`src/rtl/reg_arb_pkg.sv`:
```
// Shared types and sizes for the register-file write-port arbiter.
package reg_arb_pkg;

    typedef enum logic {INIT, RUN} arb_state_t;

    localparam int unsigned NUM_REGS   = 8;
    localparam int unsigned REG_SEL_W  = 3;
    // Counts 0..NUM_REGS so the cycle after the last sweep write is distinguishable
    localparam int unsigned INIT_CNT_W = $clog2(NUM_REGS) + 1;

endpackage

```
`src/rtl/rr_arbiter.sv`:
```
// Combinational round-robin pick: first asserted request at or above ptr, with wrap-around.
module rr_arbiter
    import reg_arb_pkg::*;
#(
    parameter int unsigned NUM_REQ = 3
) (
    input  logic [NUM_REQ-1:0]                                  req,
    input  logic [((NUM_REQ > 1) ? $clog2(NUM_REQ) : 1)-1:0]    ptr,
    output logic [NUM_REQ-1:0]                                  grant,
    output logic [REG_SEL_W-1:0]                                grant_idx,
    output logic                                                any_grant
);

    localparam int unsigned PTR_W = (NUM_REQ > 1) ? $clog2(NUM_REQ) : 1;

    logic [PTR_W-1:0] cand;

    always_comb begin
        grant     = '0;
        grant_idx = '0;
        any_grant = 1'b0;
        cand      = '0;
        for (int k = 0; k < NUM_REQ; k++) begin
            cand = PTR_W'((32'(ptr) + 32'(k)) % NUM_REQ);
            if (!any_grant && req[cand]) begin
                any_grant   = 1'b1;
                grant[cand] = 1'b1;
                grant_idx   = REG_SEL_W'(cand);
            end
        end
    end

endmodule

```
`src/rtl/reg_wr_arbiter.sv`:
```
// Owns the 8x16 register-file write port: init sweep after reset, then round-robin
// arbitration among NUM_REQ writers. Define REQ0_PRIORITY_EN to give requester 0 absolute priority.
module reg_wr_arbiter
    import reg_arb_pkg::*;
#(
    parameter int unsigned          NUM_REQ    = 3,
    parameter int unsigned          DATA_WIDTH = 16,
    parameter logic [DATA_WIDTH-1:0] INIT_VALUE = '0
) (
    input  logic                            clk,
    input  logic                            reset,
    input  logic [NUM_REQ-1:0]              req_valid,
    input  logic [REG_SEL_W*NUM_REQ-1:0]    req_dr,
    input  logic [DATA_WIDTH*NUM_REQ-1:0]   req_data,
    output logic [NUM_REQ-1:0]              req_ready,
    output logic                            ld_reg,
    output logic [REG_SEL_W-1:0]            dr,
    output logic [DATA_WIDTH-1:0]           data_in,
    output logic [REG_SEL_W-1:0]            grant_id,
    output logic                            busy
);

    localparam int unsigned PTR_W = (NUM_REQ > 1) ? $clog2(NUM_REQ) : 1;

    arb_state_t              state_q, state_d;
    logic [INIT_CNT_W-1:0]   init_cnt_q, init_cnt_d;
    logic [PTR_W-1:0]        ptr_q, ptr_d;
    logic                    ld_reg_q, ld_reg_d;
    logic [REG_SEL_W-1:0]    dr_q, dr_d;
    logic [DATA_WIDTH-1:0]   data_q, data_d;
    logic [REG_SEL_W-1:0]    grant_id_q, grant_id_d;
    logic                    busy_q, busy_d;

    logic [NUM_REQ-1:0]      rr_req;
    logic [NUM_REQ-1:0]      rr_gnt;
    logic [REG_SEL_W-1:0]    rr_idx;
    logic                    rr_any;

    logic [NUM_REQ-1:0]      win_gnt;
    logic [REG_SEL_W-1:0]    win_idx;
    logic                    win_any;
    logic                    win_moves_ptr;
    logic [REG_SEL_W-1:0]    win_dr;
    logic [DATA_WIDTH-1:0]   win_data;

    rr_arbiter #(
        .NUM_REQ (NUM_REQ)
    ) u_rr (
        .req       (rr_req),
        .ptr       (ptr_q),
        .grant     (rr_gnt),
        .grant_idx (rr_idx),
        .any_grant (rr_any)
    );

    // Winner selection, optionally overriding the ring with requester 0
    always_comb begin
`ifdef REQ0_PRIORITY_EN
        rr_req        = {req_valid[NUM_REQ-1:1], 1'b0};
        win_any       = req_valid[0] | rr_any;
        win_moves_ptr = !req_valid[0];
        if (req_valid[0]) begin
            win_gnt = {{(NUM_REQ-1){1'b0}}, 1'b1};
            win_idx = '0;
        end else begin
            win_gnt = rr_gnt;
            win_idx = rr_idx;
        end
`else
        rr_req        = req_valid;
        win_gnt       = rr_gnt;
        win_idx       = rr_idx;
        win_any       = rr_any;
        win_moves_ptr = 1'b1;
`endif
    end

    // Payload of the winning requester
    always_comb begin
        win_dr   = '0;
        win_data = '0;
        for (int i = 0; i < NUM_REQ; i++) begin
            if (win_gnt[i]) begin
                win_dr   = req_dr[REG_SEL_W*i +: REG_SEL_W];
                win_data = req_data[DATA_WIDTH*i +: DATA_WIDTH];
            end
        end
    end

    assign req_ready = (state_q == RUN) ? win_gnt : '0;

    always_comb begin
        state_d    = state_q;
        init_cnt_d = init_cnt_q;
        ptr_d      = ptr_q;
        ld_reg_d   = 1'b0;
        dr_d       = dr_q;
        data_d     = data_q;
        grant_id_d = grant_id_q;
        busy_d     = busy_q;

        case (state_q)
            INIT: begin
                // Leave once the r7 write is on the port
                if (init_cnt_q == INIT_CNT_W'(NUM_REGS)) begin
                    state_d = RUN;
                    busy_d  = 1'b0;
                end else begin
                    ld_reg_d   = 1'b1;
                    dr_d       = REG_SEL_W'(init_cnt_q);
                    data_d     = INIT_VALUE;
                    init_cnt_d = init_cnt_q + INIT_CNT_W'(1);
                end
            end
            RUN: begin
                if (win_any) begin
                    ld_reg_d   = 1'b1;
                    dr_d       = win_dr;
                    data_d     = win_data;
                    grant_id_d = win_idx;
                    if (win_moves_ptr) begin
                        if (win_idx == REG_SEL_W'(NUM_REQ - 1)) begin
                            ptr_d = '0;
                        end else begin
                            ptr_d = PTR_W'(win_idx + REG_SEL_W'(1));
                        end
                    end
                end
            end
            default: state_d = INIT;
        endcase
    end

    always_ff @(posedge clk or posedge reset) begin
        if (reset) begin
            state_q    <= INIT;
            init_cnt_q <= '0;
            ptr_q      <= '0;
            ld_reg_q   <= 1'b0;
            dr_q       <= '0;
            data_q     <= '0;
            grant_id_q <= '0;
            busy_q     <= 1'b1;
        end else begin
            state_q    <= state_d;
            init_cnt_q <= init_cnt_d;
            ptr_q      <= ptr_d;
            ld_reg_q   <= ld_reg_d;
            dr_q       <= dr_d;
            data_q     <= data_d;
            grant_id_q <= grant_id_d;
            busy_q     <= busy_d;
        end
    end

    assign ld_reg   = ld_reg_q;
    assign dr       = dr_q;
    assign data_in  = data_q;
    assign grant_id = grant_id_q;
    assign busy     = busy_q;

endmodule
```
`config.mk`:
```
export PLATFORM = sky130hd
export DESIGN_NAME = reg_wr_arbiter
export DESIGN_NICKNAME = d
export VERILOG_FILES = /design/src/rtl/reg_arb_pkg.sv /design/src/rtl/rr_arbiter.sv /design/src/rtl/reg_wr_arbiter.sv
export SDC_FILE = /design/constraint.sdc
export NUM_CORES = 1
export LEC_CHECK = 0
export BUFFER_PORTS_ARGS = -buffer_cell sky130_fd_sc_hd__buf_2
export CAP_MARGIN = 20
export CORE_MARGIN = 2
export CORE_UTILIZATION = 48
export CTS_CLUSTER_DIAMETER = 40
export DETAILED_ROUTE_END_ITERATION = 8
export PLACE_DENSITY = 0.91
export SLEW_MARGIN = 20
export SYNTH_ARGS = -nofsm -noshare
export SYNTH_HDL_FRONTEND = slang
export SYNTH_SLANG_ARGS = --single-unit
```
`constraint.sdc`:
```
create_clock -name clk -period 3.2 [get_ports clk]
set_input_delay 0.16 -clock clk [delete_from_list [all_inputs] [get_ports clk]]
set_output_delay 0.16 -clock clk [all_outputs]
set_load 0.01 [all_outputs]
```
# Word-level counts from Yosys, hierarchy flattened
# Cells that the tools add are included.
[op_classes]
add_sub_neg = 4
n_div = 3
n_lt_le_gt_ge = 6
eq_ne = 4
mux = 40
bitwise = 4
reduce_logical = 11
[op_table]
columns = ["cell", "count"]
rows = [
  ["2-to-1 mux 16 bit", 5],
  ["remainder unit 32 x 2 -> 32 bit (second input constant)", 2],
  ["2-to-1 mux 3 bit", 11],
  ["remainder unit 2 x 2 -> 32 bit (second input constant)", 1],
  ["one-hot mux 16 bit (2 select lines)", 1],
  ["2-to-1 mux 1 bit", 13],
  ["< comparator 2 x 3 -> 1 bit (second input constant)", 3],
  ["AND reduction 2 bit", 4],
  ["binary-select mux 1 bit (select 2 bit)", 3],
  ["demux 1 bit (select 2 bit)", 3],
  [">= comparator 2 x 1 -> 1 bit (second input constant)", 3],
  ["bitwise OR 3 bit", 2],
  ["one-hot mux 3 bit (2 select lines)", 1],
  ["logical AND 1 bit", 5],
  ["adder 4 x 1 -> 4 bit (second input constant)", 1],
  ["equality test 4 bit (second input constant)", 1],
  ["2-to-1 mux 2 bit", 2],
  ["adder 2 x 1 -> 3 bit (second input constant)", 1],
  ["adder 2 x 2 -> 3 bit (second input constant)", 1],
  ["equality test 3 x 2 -> 1 bit (second input constant)", 1],
  ["adder 2 x 1 -> 2 bit (second input constant)", 1],
  ["logical NOT 1 bit", 2],
  ["inequality test 2 x 1 -> 1 bit (second input constant)", 1],
  ["inequality test 2 bit (second input constant)", 1],
  ["2 further kinds", 3],
]
[word_totals]
register_bits = 31
inputBits = 62
out_inout_bits = 27

# Longest topological paths before layout
[logic_depth]
word_depth = 15
mapped_depth = 11

# By module
# Synthesis repeated with hierarchy kept, for this count alone.
[unflattened]
hier_cells = 208
area_unflattened_um2 = 2044.5
[by_module_without_submodules]
columns = ["mod", "instances", "cells_each", "area_each_um2", "seq_area_each_um2"]
rows = [
  ["reg_wr_arbiter", 1, 153, 1685.4, 777.0],
  ["rr_arbiter", 1, 55, 359.1, 0.0],
]

# Worst setup path before layout
# Ideal clock, no wire load.
[synth_timing]
path_type = "register to register"
start = "register ptr_q[0]"
end = "register data_q[10] (netlist: data_in[10])"
setup_time_ns = 0.128
arrival_time_ns = 2.145
t_required_ns = 3.072
path_slack_ns = 0.927
path_stages_with_launch = 11
n_path_buf = 3
period_less_slack_ns = 2.273
cell_sequence = "dfrtp_1 inv_1 ha_1 buf_1 a21oi_1 o31a_1 or2_1 buf_6 buf_6 a211oi_1 o31ai_1"
[synth_between]
elab_chain_len = 15
elab_cells_between_ends = 45
classes_between = "2 x add/sub; 3 x div; 6 x order compare; 1 x eq/ne; 23 x mux; 2 x bitwise; 8 x reduce/logical"
[synth_lines]
columns = ["item", "line_no", "source"]
rows = [
  ["start: declaration", "reg_wr_arbiter.sv:27", "logic [PTR_W-1:0] ptr_q, ptr_d;"],
  ["start signal: assignment", "reg_wr_arbiter.sv:147", "ptr_q <= ptr_d;"],
  ["adder 2 x 1 -> 3 bit / remainder unit 2 x 2 -> 32 bit (equally long branches)", "rr_arbiter.sv:24", "cand = PTR_W'((32'(ptr) + 32'(k)) % NUM_REQ);"],
  ["remainder unit 32 x 2 -> 32 bit (tied with other cells)", "rr_arbiter.sv:24", ""],
  ["< comparator 2 x 3 -> 1 bit (not written as such) (tied with other cells)", "rr_arbiter.sv:27", "grant[cand] = 1'b1;"],
  ["logical AND 1 bit (not written as such) (tied with other cells)", "rr_arbiter.sv:27", ""],
  ["2-to-1 mux 1 bit (not written as such) (tied with other cells)", "rr_arbiter.sv:27", ""],
  ["demux 1 bit (select 2 bit) (tied with other cells)", "-", ""],
  ["bitwise OR 3 bit (no line) / 2-to-1 mux 1 bit (equally long branches)", "-", ""],
  ["2-to-1 mux 3 bit / logical NOT 1 bit (equally long branches)", "rr_arbiter.sv:25", "if (!any_grant && req[cand]) begin"],
  ["bitwise OR 3 bit (no line) / logical AND 1 bit (equally long branches)", "-", ""],
  ["2-to-1 mux 3 bit", "rr_arbiter.sv:25", ""],
  ["2-to-1 mux 16 bit (3 in series)", "reg_wr_arbiter.sv:83", "if (win_gnt[i]) begin"],
  ["2-to-1 mux 16 bit", "reg_wr_arbiter.sv:116", "if (win_any) begin"],
  ["one-hot mux 16 bit (2 select lines)", "reg_wr_arbiter.sv:102", "case (state_q)"],
  ["end signal: assignment", "reg_wr_arbiter.sv:150", "data_q <= data_d;"],
  ["end: declaration", "reg_wr_arbiter.sv:30", "logic [DATA_WIDTH-1:0] data_q, data_d;"],
]
# Several ways; a longest one is shown, not always the timed one. The select of a mux whose other input is x is not followed.
# A chain may end at the register's enable or synchronous reset.

# Worst setup path after layout
[layout_timing]
start = "register ptr_q[1]"
end = "output port req_ready[0]"
[layout_between]
elab_chain_len = 11
elab_cells_between_ends = 38
classes_between = "2 x add/sub; 3 x div; 6 x order compare; 18 x mux; 2 x bitwise; 7 x reduce/logical"
[layout_lines]
columns = ["item", "line_no", "source"]
rows = [
  ["adder 2 x 1 -> 3 bit / remainder unit 2 x 2 -> 32 bit (equally long branches)", "rr_arbiter.sv:24", ""],
  ["remainder unit 32 x 2 -> 32 bit (tied with other cells)", "rr_arbiter.sv:24", ""],
  ["< comparator 2 x 3 -> 1 bit (not written as such) (tied with other cells)", "rr_arbiter.sv:27", ""],
  ["logical AND 1 bit (not written as such) (tied with other cells)", "rr_arbiter.sv:27", ""],
  ["2-to-1 mux 1 bit (not written as such) (tied with other cells)", "rr_arbiter.sv:27", ""],
  ["demux 1 bit (select 2 bit) (tied with other cells)", "-", ""],
  ["bitwise OR 3 bit (no line) / 2-to-1 mux 1 bit (equally long branches)", "-", ""],
  ["2-to-1 mux 3 bit / logical NOT 1 bit (equally long branches)", "rr_arbiter.sv:25", ""],
  ["bitwise OR 3 bit (no line) / logical AND 1 bit (equally long branches)", "-", ""],
  ["2-to-1 mux 3 bit *", "rr_arbiter.sv:25", ""],
  ["2-to-1 mux 3 bit *", "reg_wr_arbiter.sv:90", "assign req_ready = (state_q == RUN) ? win_gnt : '0;"],
  ["end: declaration", "reg_wr_arbiter.sv:15", "output logic [NUM_REQ-1:0] req_ready,"],
]
# Mark *: on every way between the ends. The rest lies on a longest branch, timed or not. The select of a mux whose other input is x is not followed.

==> flow_summary.yaml <==
detailed_routing:
  via_count: 2224
  wl_per_cell_um: 16.1
  first_pass_iters: 4
  totalWireLength_mm: 6.09
  drcViolationCount: 0
  ant_nets: 0
  drtIter0Drc: 163
  vias_per_cell: 5.87
timing:
  final_max_slew_viol_count: 0
  hold_violations: 0
  fmax_mhz: 335
  slew_headroom_pct: 48.4
  timing.final.crit_share_pct: 93.3
  rsz0062_at_grt: "false"
  whs_ns: 0.138
  period_needed_ns: 2.98
  clock_skew_ns: 0.00751
  setup_viol_count_final: 0
  worst_pin_slew_ns: 0.774
  fin_setup_tns_ns: 0
floorplan:
  start_util_pct: 49.2
  fp-row-count: 24
  io_pins: 89
  die_x_um: 70.3
  die_h_um: 70.3
  coreArea_um2: 4290
  die_area_um2: 4950
setup_path:
  cp_max_fo: 13
  critPathLaunchType: "flip-flop"
  path_cells: "inv_1 > ha_1 > mux2_2 > mux2i_1 > a2bb2oi_1 > mux2i_4 > buf_12 > and2_1 > buf_2"
  critPathCaptureType: "output port"
  crit_slowest_cell: "mux2_2"
  cpPeakStageDelay_ns: 0.42
  worstPathRequired_ns: 3.04
  crit_type: "reg -> out"
  crit_arrival_ns: 2.82
clock_network:
  cts.repair.resized: 0
  clock-sinks: 30
  cts_made_buffers: 5
  cts_tree: "built"
  clock_latency_ns: 0.29
  path_clk_slew_ns: 0.07
  root_buffer: "clkbuf_8"
  clockBufferDepth: 2
  cts-htree-levels: 2
finish:
  insertedDiodeCount: 0
  drive_above_1_share_pct: 36.1
  design_area_um2: 2670
  layout.area.seq_um2: 752
  areaGrowthSynthToFinish_pct: 26.2
  finalNetCount: 394
  largest_register_ffs: 16
  multi_input_area_um2: 1160
  fillCellCount: 379
synth:
  yosysSeqAreaShare_pct: 35.6
  synth_common_cells: "29 x dfrtp_1, 29 x nand2_1, 19 x o21ai_0, 19 x o31ai_1, 18 x a211oi_1"
  synthesis.area_um2: 2110
  postSynthCellCount: 240
  synth_top_family_by_area: "compound AO/OA/AOI/OAI gates"
  synth-compound-area-share_pct: 28.3
  muxShareOfSynthArea_pct: 4.56
  synth-simple-area-share_pct: 17.7
  synth_edf_count: 0
  syn_nets: 308
  avgSynthCellArea_um2: 8.80
  synth_top_area_share_pct: 34.4
  synth-async-reset-ratio_pct: 100
  synth-main-ff-cell: "dfrtp_1"
  ys_ff_latch: 30
  synthTopCellsByArea: "dfrtp_1 34%, o31ai_1 6.8%, a211oi_1 6.4%, nand2_1 5.2%, o21ai_0 4.5%"
  synth_fa_ha_area_share_pct: 3.55
  synth-xor-area-share_pct: 0.829
  ys.warnings.count: 0
  ys_types: 48
  synth.largest_area_cell: "dfrtp_1"
pwr:
  total_power_uw: 2990
  clockPowerShare_pct: 11.2
  power_frac_comb_pct: 67.7
  ir_drop_mv: 0.619
  internal_power_uw: 1580
  switching_share_pct: 47.1
  p_leak_uw: 0.00125
  seq_power_share_pct: 21.2
  power.switching_uw: 1410
  power.density_nw_per_um2: 1120
run:
  maxCapViolCount: 0
placement:
  portBuffers: 87
  placed_area_um2: 2520
  hpwl_mm: 4.30
  place_congestion: 0.911
grt:
  grt_overflow_total: 0
  grt_pass1_vias: 2130
  grt_first_pass_wirelength_mm: 10.0
  grt_use_total_pct: 25.3
  grt_start_max_net_pins: 31
  antenna_found_initial: 0
min_path:
  hold_path.class: "in -> reg"
outcome:
  status: "complete, no violations"
[stage by stage]
step	instances	setup slack, ns	utilization (%)
final	379	0.216	62.1
after global routing	379	0.0628	62.1
after CTS	375	0.142	61.1
after detailed placement	366	0.461	58.7
after global placement	366	0.558	58.7
after floorplan	240	0.927	-
[layout make-up]
type                       count  area share, %
clock buffer                   6           3.10
inverter                      13           1.83
clock inverter                 2          0.469
multi-input combinational    177           43.7
sequential                    30           28.2
tap                           52           2.44
timing repair buffer          99           20.3
[worst paths after layout]
check	start	end	slack (ns)	cells after the start
setup / recovery	ptr_q[1]	req_ready[0]	0.22	9
hold / removal	req_dr[4]	dr[1]	0.14	3
setup reg to reg	ptr_q[1]	data_in[5]	0.33	10
hold reg to reg	busy	busy	0.46	1
max in group asynchronous	reset	data_in[13]	2.27	3
min in group asynchronous	reset	grant_id[1]	0.50	3
[layer usage]
layer	wire, um	global-route usage (%)	vias up
met1	2530	32.4	1069
met3	357	5.19	10
li1	-	-	1052
met5	0	0	-
met2	3140	43.5	93
met4	61	6.41	0
[logic make-up after synthesis]
kind of cell / after synthesis
compound gates: 84
simple gates: 76
buf+inv: 33
flops: 30
mux: 8
fa+ha+maj: 6
xor+xnor: 2
other cells: 1
[power by group through the flow]
stage	Sequential, uW	Combinational, uW	Clock [uW]
after floorplan	693	1420	0
after global routing	650	2230	350
final	633	2020	333
after CTS	635	1910	334
after detailed placement	640	1900	0
after global placement	638	1840	0
[repair_timing]
action | 4_1_cts | 5_1_grt
endpoints found under the setup margin | 0 | 1
buffers inserted | 0 | 4
hold buffers | 1 | 0
hold endpoints to repair | 29 | 0
[cell usage in the layout (no fill, tap or decap), types with 5 or more instances in the layout]
master / synthesis / layout
a211oi_1: 18 / 18
buf_4: 3 / 10
nor3_1: 17 / 17
nand3_1: 5 / 5
o31ai_1: 19 / 19
ha_1: 6 / 6
nor2_1: 8 / 8
buf_2: 5 / 87
dfrtp_1: 29 / 29
inv_1: 13 / 12
nand2_1: 29 / 29
clkbuf_8: 0 / 6
o21ai_0: 19 / 19
[critical path, delay by kind of cell, from the launching register on]
family | cells | cell delay, ns
flip-flops | 1 | 0.41
buffers and inverters | 3 | 0.38
AO/OA/AOI/OAI | 1 | 0.36
adder cells (fa/ha/maj) | 1 | 0.41
multiplexers | 3 | 0.82
AND/OR/NAND/NOR | 1 | 0.15
No activity file was read; power rests on OpenSTA's default activity.
